[src/rtl/mips_ctrl_pkg.sv]
// rtl/mips_ctrl_pkg.sv - shared encodings for the multicycle MIPS control FSM and ALU decoder
package mips_ctrl_pkg;

    typedef enum logic [3:0] {
        FETCH   = 4'd0,
        DECODE  = 4'd1,
        MEMADR  = 4'd2,
        MEMRD   = 4'd3,
        MEMWB   = 4'd4,
        MEMWR   = 4'd5,
        EXECUTE = 4'd6,
        ALUWB   = 4'd7,
        BRANCH  = 4'd8,
        JUMP    = 4'd9,
        ADDIEX  = 4'd10,
        ADDIWB  = 4'd11
    } state_t;

    localparam logic [5:0] OP_RTYPE = 6'b000000;
    localparam logic [5:0] OP_LW    = 6'b100011;
    localparam logic [5:0] OP_SW    = 6'b101011;
    localparam logic [5:0] OP_BEQ   = 6'b000100;
    localparam logic [5:0] OP_J     = 6'b000010;
    localparam logic [5:0] OP_ADDI  = 6'b001000;

    localparam logic [5:0] FN_ADD = 6'b100000;
    localparam logic [5:0] FN_SUB = 6'b100010;
    localparam logic [5:0] FN_AND = 6'b100100;
    localparam logic [5:0] FN_OR  = 6'b100101;
    localparam logic [5:0] FN_SLT = 6'b101010;

    localparam logic [2:0] ALU_ADD = 3'b010;
    localparam logic [2:0] ALU_SUB = 3'b110;
    localparam logic [2:0] ALU_AND = 3'b000;
    localparam logic [2:0] ALU_OR  = 3'b001;
    localparam logic [2:0] ALU_SLT = 3'b111;

    localparam logic [1:0] ALUOP_ADD   = 2'b00;
    localparam logic [1:0] ALUOP_SUB   = 2'b01;
    localparam logic [1:0] ALUOP_FUNCT = 2'b10;

endpackage

[src/rtl/alu_decoder.sv]
// rtl/alu_decoder.sv - combinational ALUOp + funct to 3-bit ALU operation code
module alu_decoder
    import mips_ctrl_pkg::*;
(
    input  logic [1:0] alu_op,
    input  logic [5:0] funct,
    output logic [2:0] alu_ctrl
);

    always_comb begin
        alu_ctrl = ALU_ADD;
        case (alu_op)
            ALUOP_SUB: alu_ctrl = ALU_SUB;
            ALUOP_FUNCT: begin
                // Unknown funct falls back to add; the writeback still happens.
                case (funct)
                    FN_ADD:  alu_ctrl = ALU_ADD;
                    FN_SUB:  alu_ctrl = ALU_SUB;
                    FN_AND:  alu_ctrl = ALU_AND;
                    FN_OR:   alu_ctrl = ALU_OR;
                    FN_SLT:  alu_ctrl = ALU_SLT;
                    default: alu_ctrl = ALU_ADD;
                endcase
            end
            default: alu_ctrl = ALU_ADD;
        endcase
    end

endmodule

[src/rtl/mips_mc_control.sv]
// rtl/mips_mc_control.sv - multicycle MIPS main control FSM driving datapath selects and enables
module mips_mc_control
    import mips_ctrl_pkg::*;
#(
    parameter logic [3:0] RESET_STATE = 4'd0
) (
    input  logic       clk,
    input  logic       reset,
    input  logic [5:0] opcode,
    input  logic [5:0] funct,
    input  logic       zero,
    output logic       pc_en,
    output logic       iord,
    output logic       mem_read,
    output logic       mem_write,
    output logic       ir_write,
    output logic       reg_dst,
    output logic       mem_to_reg,
    output logic       reg_write,
    output logic       alu_src_a,
    output logic [1:0] alu_src_b,
    output logic [1:0] pc_source,
    output logic [2:0] alu_ctrl,
    output logic       illegal_op,
    output logic [3:0] state
);

    state_t     state_q;
    state_t     state_d;
    logic       pc_write;
    logic       pc_write_cond;
    logic [1:0] alu_op;

    always_ff @(posedge clk) begin
        if (reset) begin
            state_q <= state_t'(RESET_STATE);
        end else begin
            state_q <= state_d;
        end
    end

    always_comb begin
        state_d       = FETCH;
        pc_write      = 1'b0;
        pc_write_cond = 1'b0;
        iord          = 1'b0;
        mem_read      = 1'b0;
        mem_write     = 1'b0;
        ir_write      = 1'b0;
        reg_dst       = 1'b0;
        mem_to_reg    = 1'b0;
        reg_write     = 1'b0;
        alu_src_a     = 1'b0;
        alu_src_b     = 2'b00;
        pc_source     = 2'b00;
        alu_op        = ALUOP_ADD;
        illegal_op    = 1'b0;

        case (state_q)
            FETCH: begin
                mem_read  = 1'b1;
                ir_write  = 1'b1;
                pc_write  = 1'b1;
                alu_src_b = 2'b01;
                state_d   = DECODE;
            end
            DECODE: begin
                alu_src_b = 2'b11;
                case (opcode)
                    OP_LW, OP_SW: state_d = MEMADR;
                    OP_RTYPE:     state_d = EXECUTE;
                    OP_BEQ:       state_d = BRANCH;
                    OP_J:         state_d = JUMP;
                    OP_ADDI:      state_d = ADDIEX;
                    default: begin
                        state_d    = FETCH;
                        illegal_op = 1'b1;
                    end
                endcase
            end
            MEMADR: begin
                alu_src_a = 1'b1;
                alu_src_b = 2'b10;
                state_d   = (opcode == OP_LW) ? MEMRD : MEMWR;
            end
            ADDIEX: begin
                alu_src_a = 1'b1;
                alu_src_b = 2'b10;
                state_d   = ADDIWB;
            end
            MEMRD: begin
                mem_read = 1'b1;
                iord     = 1'b1;
                state_d  = MEMWB;
            end
            MEMWR: begin
                mem_write = 1'b1;
                iord      = 1'b1;
            end
            MEMWB: begin
                reg_write  = 1'b1;
                mem_to_reg = 1'b1;
            end
            EXECUTE: begin
                alu_src_a = 1'b1;
                alu_op    = ALUOP_FUNCT;
                state_d   = ALUWB;
            end
            ALUWB: begin
                reg_write = 1'b1;
                reg_dst   = 1'b1;
            end
            ADDIWB: begin
                reg_write = 1'b1;
            end
            BRANCH: begin
                alu_src_a     = 1'b1;
                alu_op        = ALUOP_SUB;
                pc_write_cond = 1'b1;
                pc_source     = 2'b01;
            end
            JUMP: begin
                pc_write  = 1'b1;
                pc_source = 2'b10;
            end
            default: state_d = FETCH;
        endcase

        // Reset kills every side effect in the same cycle, not just the next state.
        if (reset) begin
            pc_write      = 1'b0;
            pc_write_cond = 1'b0;
            iord          = 1'b0;
            mem_read      = 1'b0;
            mem_write     = 1'b0;
            ir_write      = 1'b0;
            reg_dst       = 1'b0;
            mem_to_reg    = 1'b0;
            reg_write     = 1'b0;
            alu_src_a     = 1'b0;
            alu_src_b     = 2'b00;
            pc_source     = 2'b00;
            alu_op        = ALUOP_ADD;
            illegal_op    = 1'b0;
        end
    end

    assign pc_en = pc_write | (pc_write_cond & zero);
    assign state = state_q;

    alu_decoder u_alu_decoder (
        .alu_op   (alu_op),
        .funct    (funct),
        .alu_ctrl (alu_ctrl)
    );

endmodule
[config.mk]
export PLATFORM = sky130hd
export DESIGN_NAME = mips_mc_control
export DESIGN_NICKNAME = d
export VERILOG_FILES = /design/src/rtl/mips_ctrl_pkg.sv /design/src/rtl/alu_decoder.sv /design/src/rtl/mips_mc_control.sv
export SDC_FILE = /design/constraint.sdc
export NUM_CORES = 1
export LEC_CHECK = 0
export ABC_AREA = 1
export CAP_MARGIN = 10
export CORE_MARGIN = 8
export CORE_UTILIZATION = 31
export CTS_CLUSTER_DIAMETER = 30
export DETAILED_ROUTE_END_ITERATION = 10
export PLACE_DENSITY = 0.84
export SETUP_SLACK_MARGIN = 0.05
export SLEW_MARGIN = 20
export SYNTH_ARGS = -nofsm -noshare
export SYNTH_HDL_FRONTEND = slang
export SYNTH_SLANG_ARGS = --single-unit
[constraint.sdc]
create_clock -name clk -period 1.4 [get_ports clk]
set_input_delay 0.21 -clock clk [delete_from_list [all_inputs] [get_ports clk]]
set_output_delay 0.21 -clock clk [all_outputs]
set_load 0.02 [all_outputs]
==> impl_metrics.yaml, run 1 <==
grt:
  grt_pass1_wl_mm: 4.40
  track_usage: 0.162
  grt_use_met3: 0.0287
  grt_max_degree: 10
  grtUsageMet1: 0.156
  overflow: 0
  grt_pass1_vias: 1036
  grt_busiest_layer: "met2"
  antenna_found_initial: 0
  met2_usage: 0.315
finish:
  finalNetCount: 197
  syn_to_final_growth_pct: 165
  antenna_cells: 0
  nFillCells: 96
  layout-drive-gt1-share: 0.601
  stdcell_area_um2: 1450
  largest_reg_flops: 4
power_and_ir_drop:
  power_mw: 0.503
  power.density_nw_per_um2: 346
  peakVddDrop_uv: 471
  power_leakage_nw: 0.703
drt:
  via_per_inst: 5.22
  wirelength_mm: 3.29
  vias: 1018
  route.detailed.drc: 0
  routedWlPerCell_um: 16.9
  first_pass_iters: 4
  ant_nets: 0
  drt_iter0_drc: 28
logic_synthesis:
  ys_seq_area_frac: 0.146
  ys_top_cells_by_area: "nor2_1 15%, dfxtp_1 15%, nand2_1 14%"
  synthArstFlopShare: 0
  synth_flop_cell: "dfxtp_1"
  yosysTopAreaCellShare: 0.151
  synth_warnings: 0
  avgSynthCellArea_um2: 5.32
  synth_cell_types: 21
  synthesis.nets: 120
  synth_edf_count: 0
  yosys-top-cells-count: "22 x nor2_1, 21 x nand2_1, 14 x inv_1"
  yosys.cell_count.top_type: "nor2_1"
  synth_top_area_cell: "nor2_1"
  ys_ff_latch: 4
  syn_inst: 103
  netlist_area_um2: 548
sta:
  fin_skew_ns: 0.00241
  period_needed_ns: 1.85
  tightest_slew_ns: 0.233
  slew_viol_final: 0
  rsz0062_at_grt: "true"
  slew-limit-headroom: 0.846
  timing.final.ws_setup_ns: -0.451
  max_freq_mhz: 540
  hold_violations: 0
  setup_violations: 16
  finalCritPeriodShare: 1.32
worst_setup_path:
  arrival_ns: 1.64
  cp-end-kind: "primary output"
  timing.rr.end: "state[2]"
  worstSetupPathType: "reg -> out"
  crit_start: "state[0]"
  reg2reg_depth: 11
  rrSetupSlack_ns: -0.15
  startpoint_type: "flip-flop"
  crit_fanout: 4
  reg2reg_from: "state[3]"
  critical_path_required_ns: 1.19
run_status:
  status: "complete, but fails checks"
  failed_checks: "negative setup slack"
floorplan:
  die-area_um2: 3370
  rows: 15
  io_pins: 36
  die_y_um: 58.0
  initial_utilization: 0.324
  core_um2: 1690
  die_w_um: 58.0
clock_tree:
  cts.sinks: 4
  clk_latency_ns: 0.24
  cts_max_level: 1
  cts_tree: "built"
  clockBufferDepth: 2
  cts_buffers: 3
  cts.clk_slew.worst_paths_ns: 0.04
  cts_root_buf: "clkbuf_4"
placement:
  place_hpwl_mm: 2.06
  numPortBuffers: 35
  gp_congestion: 0.882
  post_dp_cell_area_um2: 1210
worst_hold_path:
  holdPathStages: 3
  holdCritPathClass: "in -> reg"
  min_delay_worst_endpoint: "state[3]"
  hp-start: "reset"
run:
  drv_cap: 0
worst max-delay path, cell delays in order (launching register included):
cell and delay (ns):
dfxtp_4 0.36, nor2_4 0.13, nand2_2 0.09, nor2_4 0.11, inv_2 0.07, ha_4 0.16, buf_4 0.13, a21oi_2 0.15
nand2_2 0.05, buf_2 0.15
metal layers:
| metal | wire [um] | vias up |
|---|---|---|
| met5 | 0 | - |
| met1 | 1280 | 472 |
| li1 | - | 481 |
| met2 | 1730 | 51 |
| met4 | 115 | 0 |
| met3 | 168 | 14 |
worst max-delay path by stage:
| stage | end | slack (ns) | cells past startpoint |
|---|---|---|---|
| 2_1_floorplan | alu_ctrl[0] | -0.22 | 7 |
| 3_3_place_gp | alu_ctrl[0] | -0.87 | 7 |
| 3_5_place_dp | alu_ctrl[0] | -0.93 | 7 |
| 4_1_cts | alu_ctrl[1] | -0.45 | 10 |
| 5_1_grt | alu_ctrl[1] | -0.51 | 10 |
| 6_report | alu_ctrl[1] | -0.45 | 9 |
placed cells by master (no fill, tap or decap), drive strengths merged:
cell type       n
nand2          23
o21ai           2
nand4           3
dlymetal6s2s    2
nor3            3
inv            15
clkinv          1
dfxtp           4
clkdlybuf4s15   1
nand3          11
dlygate4sd2     7
a31oi           1
and2            1
nor2           27
buf            56
a21oi           7
clkdlybuf4s50   7
ha              2
o22ai           2
clkbuf          3
where the power goes:
| part | switching, mW | leakage, nW | internal, mW |
|---|---|---|---|
| clock network | 0.0496 | 0.0138 | 0.0960 |
| logic | 0.124 | 0.654 | 0.114 |
| registers | 0.00669 | 0.0355 | 0.113 |
| total | 0.181 | 0.703 | 0.322 |
final cells by class:
type / instances / area [um2] / area share
Sequential cell: 4 / 95.1 / 0.0654
Multi-Input combinational cell: 82 / 601 / 0.413
Inverter: 16 / 65.1 / 0.0448
Tap cell: 17 / 21.3 / 0.0146
Timing Repair Buffer: 73 / 649 / 0.447
Clock buffer: 3 / 22.5 / 0.0155
cells by family after synthesis:
| kind of cell | share of synthesized area |
|---|---|
| compound gates | 0.116 |
| simple gates | 0.575 |
| flops | 0.146 |
| fa+ha+maj | 0.0457 |
| buf+inv | 0.116 |
repair_timing:
item / CTS / global route
buffers inserted: 4 / 7
gates resized for setup: 119 / 35
hold buffers: 0 / 0
endpoints found under the setup margin: 21 / 18
pin swaps: 9 / 11
through the flow:
| stage | hold WS, ns | cells | util | TNS [ns] | setup WS, ns |
|---|---|---|---|---|---|
| floorplan | 0.377 | 103 | - | -0.701 | -0.223 |
| global placement | 0.809 | 182 | 0.716 | -11.95 | -0.869 |
| detailed placement | 0.821 | 182 | 0.716 | -12.83 | -0.926 |
| CTS | 0.528 | 189 | 0.766 | -3.02 | -0.447 |
| global route | 0.431 | 195 | 0.861 | -5.01 | -0.507 |
| finish | 0.428 | 195 | 0.861 | -4.01 | -0.451 |
Power figures use the tool's default switching activity.
==> run 2: changes to the inputs <==
--- a/config.mk
+++ b/config.mk
@@ -7,7 +7,7 @@
 export LEC_CHECK = 0
 export ABC_AREA = 1
 export CAP_MARGIN = 10
-export CORE_MARGIN = 8
+export CORE_MARGIN = 2
 export CORE_UTILIZATION = 31
 export CTS_CLUSTER_DIAMETER = 30
 export DETAILED_ROUTE_END_ITERATION = 10
==> run 2 against run 1 <==
  * The flow still finishes with violations (negative setup slack)
  * Wire length up 7.8%
  * Largest power group unchanged
  * Combinational power up 14%
  * Largest cell class unchanged
  * Die area down 37%
  * Highest routed layer unchanged
  * Worst setup slack worse by 0.066 ns
  * Cell area up 2.4%
  * Count of clock-buffer cells in the layout unchanged
  * Final cell count down 0.51%
  * Clock power down 6%
==> impl_metrics.yaml, run 2 (synthesized netlist as in run 1, its figures left out) <==
run_status:
  status: "complete, but fails checks"
  failed_checks: "negative setup slack"
placement:
  place_hpwl_mm: 1.77
  pre_cts_ws_ns: -0.912
  numPortBuffers: 35
  dp_cells: 181
  gp_congestion: 0.811
run:
  drv_cap: 0
grt:
  track_usage: 0.231
  overflow: 0
  grt_pass1_wl_mm: 3.62
  antenna_found_initial: 0
  grt_max_degree: 10
  grt_pass1_vias: 906
worst_setup_path:
  crit_fanout: 3
  cp_common_cell: "nor2_4"
  worstSetupPathType: "reg -> out"
  reg2reg_depth: 9
  crit_slowest_cell: "dfxtp_4"
  path_delay_family: "simple AND/OR/NAND/NOR gates"
  rrSetupSlack_ns: -0.13
  cp-end-kind: "primary output"
  worst-path-buf-inv: 2
  startpoint_type: "flip-flop"
  critical_path_required_ns: 1.19
  reg2reg_from: "state[2]"
  crit_start: "state[2]"
  timing.rr.end: "state[0]"
  crit_chain: "inv_4 -> nor2_4 -> nand2_2 -> nor2_4 -> ha_4 -> nand4_1 -> o22ai_2 -> buf_6"
  arrival_ns: 1.71
  max_stage_delay_ns: 0.37
sta:
  period_needed_ns: 1.92
  slew_viol_final: 0
  hold_violations: 0
  fin_skew_ns: 0.00294
  setup_violations: 18
  tightest_slew_ns: 0.245
  finalCritPeriodShare: 1.37
  holdWs_ns: 0.515
  timing.final.ws_setup_ns: -0.518
  max_freq_mhz: 522
  rsz0062_at_grt: "true"
  slew-limit-headroom: 0.836
worst_hold_path:
  min_delay_worst_endpoint: "state[1]"
  hp-start: "opcode[2]"
  holdPathStages: 4
  holdCritPathClass: "in -> reg"
finish:
  final_util: 0.881
  layout-drive-gt1-share: 0.610
  layout_commonest_cell: "buf_4"
  layoutNonFillerInstCount: 194
  antenna_cells: 0
  finalNetCount: 196
  largest_reg_flops: 4
  syn_to_final_growth_pct: 172
  layout_common_cells: "30 x buf_4, 23 x buf_6, 13 x nand2_1"
floorplan:
  die_w_um: 46.0
  die-area_um2: 2120
  die_y_um: 46.0
  core_um2: 1690
  initial_utilization: 0.324
  io_pins: 36
  rows: 15
clock_tree:
  cts_root_buf: "clkbuf_4"
  clk_latency_ns: 0.23
  clockBufferDepth: 2
  cts_max_level: 1
  cts.sinks: 4
  cts.clk_slew.worst_paths_ns: 0.04
  cts_tree: "built"
  cts_buffers: 3
drt:
  vias: 1077
  via_per_inst: 5.55
  first_pass_iters: 4
  wirelength_mm: 3.55
  route.detailed.drc: 0
  drt_iter0_drc: 35
  ant_nets: 0
  routedWlPerCell_um: 18.3
power_and_ir_drop:
  power_mw: 0.529
  power.density_nw_per_um2: 355
  peakVddDrop_uv: 449
  power_leakage_nw: 0.707
-- run 2: changes by cell type in the layout (fill, tap and decap cells not counted), moves of 3 or more --
cell / previous run / this run
nand2_2: 9 / 5
buf_4: 36 / 30
nor2_1: 15 / 12
buf_6: 18 / 23
-- run 2: metrics by stage --
stage	area, um2	TNS, ns
floorplan	632	-0.701
global placement	1200	-11.70
detailed placement	1200	-12.53
CTS	1330	-2.78
global route	1490	-5.62
finish	1490	-4.75
-- run 2: metal layers --
metal / share of wire / global-route usage / vias to the layer above
li1: - / - / 483
met1: 0.35 / 0.244 / 512
met2: 0.53 / 0.483 / 67
met3: 0.077 / 0.00397 / 15
met4: 0.036 / 0.0514 / 0
met5: 0 / 0 / -
-- run 2: cell type report --
cell class	instances	area (um2)
inverters	16	71.3
flip-flops and latches	4	95.1
repair buffers	72	659
clock buffers	3	22.5
well taps	17	21.3
fillers	88	200
multi-input cells	82	619
-- run 2: tightest hold or removal path, cell delays in order --
cell	delay [ns]
dlygate4sd2_1	0.24
inv_1	0.09
nand3_1	0.09
a21oi_1	0.06
-- run 2: power breakdown --
group          internal, mW  switching, mW
Combinational         0.129          0.142
Sequential            0.113        0.00728
Clock                0.0955         0.0413
Total                 0.338          0.191
-- run 2: worst max-delay path by stage --
stage               slack [ns]     endpoint  cells after the start
finish                   -0.52  alu_ctrl[0]                      8
global route             -0.57  alu_ctrl[0]                      8
CTS                      -0.44  alu_ctrl[0]                      8
detailed placement       -0.91  alu_ctrl[0]                      7
global placement         -0.86  alu_ctrl[0]                      7
floorplan                -0.22  alu_ctrl[0]                      7
-- run 2: repair_timing --
action / in CTS / in global routing
endpoints found under the hold margin: 0 / 0
setup buffers: 3 / 8
setup endpoints to repair: 21 / 19
hold buffers: 0 / 0
gates resized for setup: 137 / 28
pin swaps: 17 / 14
==> run 3: changes to the inputs <==
--- a/config.mk
+++ b/config.mk
@@ -11,6 +11,7 @@
 export CORE_UTILIZATION = 31
 export CTS_CLUSTER_DIAMETER = 30
 export DETAILED_ROUTE_END_ITERATION = 10
+export GPL_TIMING_DRIVEN = 1
 export PLACE_DENSITY = 0.84
 export SETUP_SLACK_MARGIN = 0.05
 export SLEW_MARGIN = 20
==> results of run 3 <==
No change in the layout: final DEF, timing and power equal those of run 2.
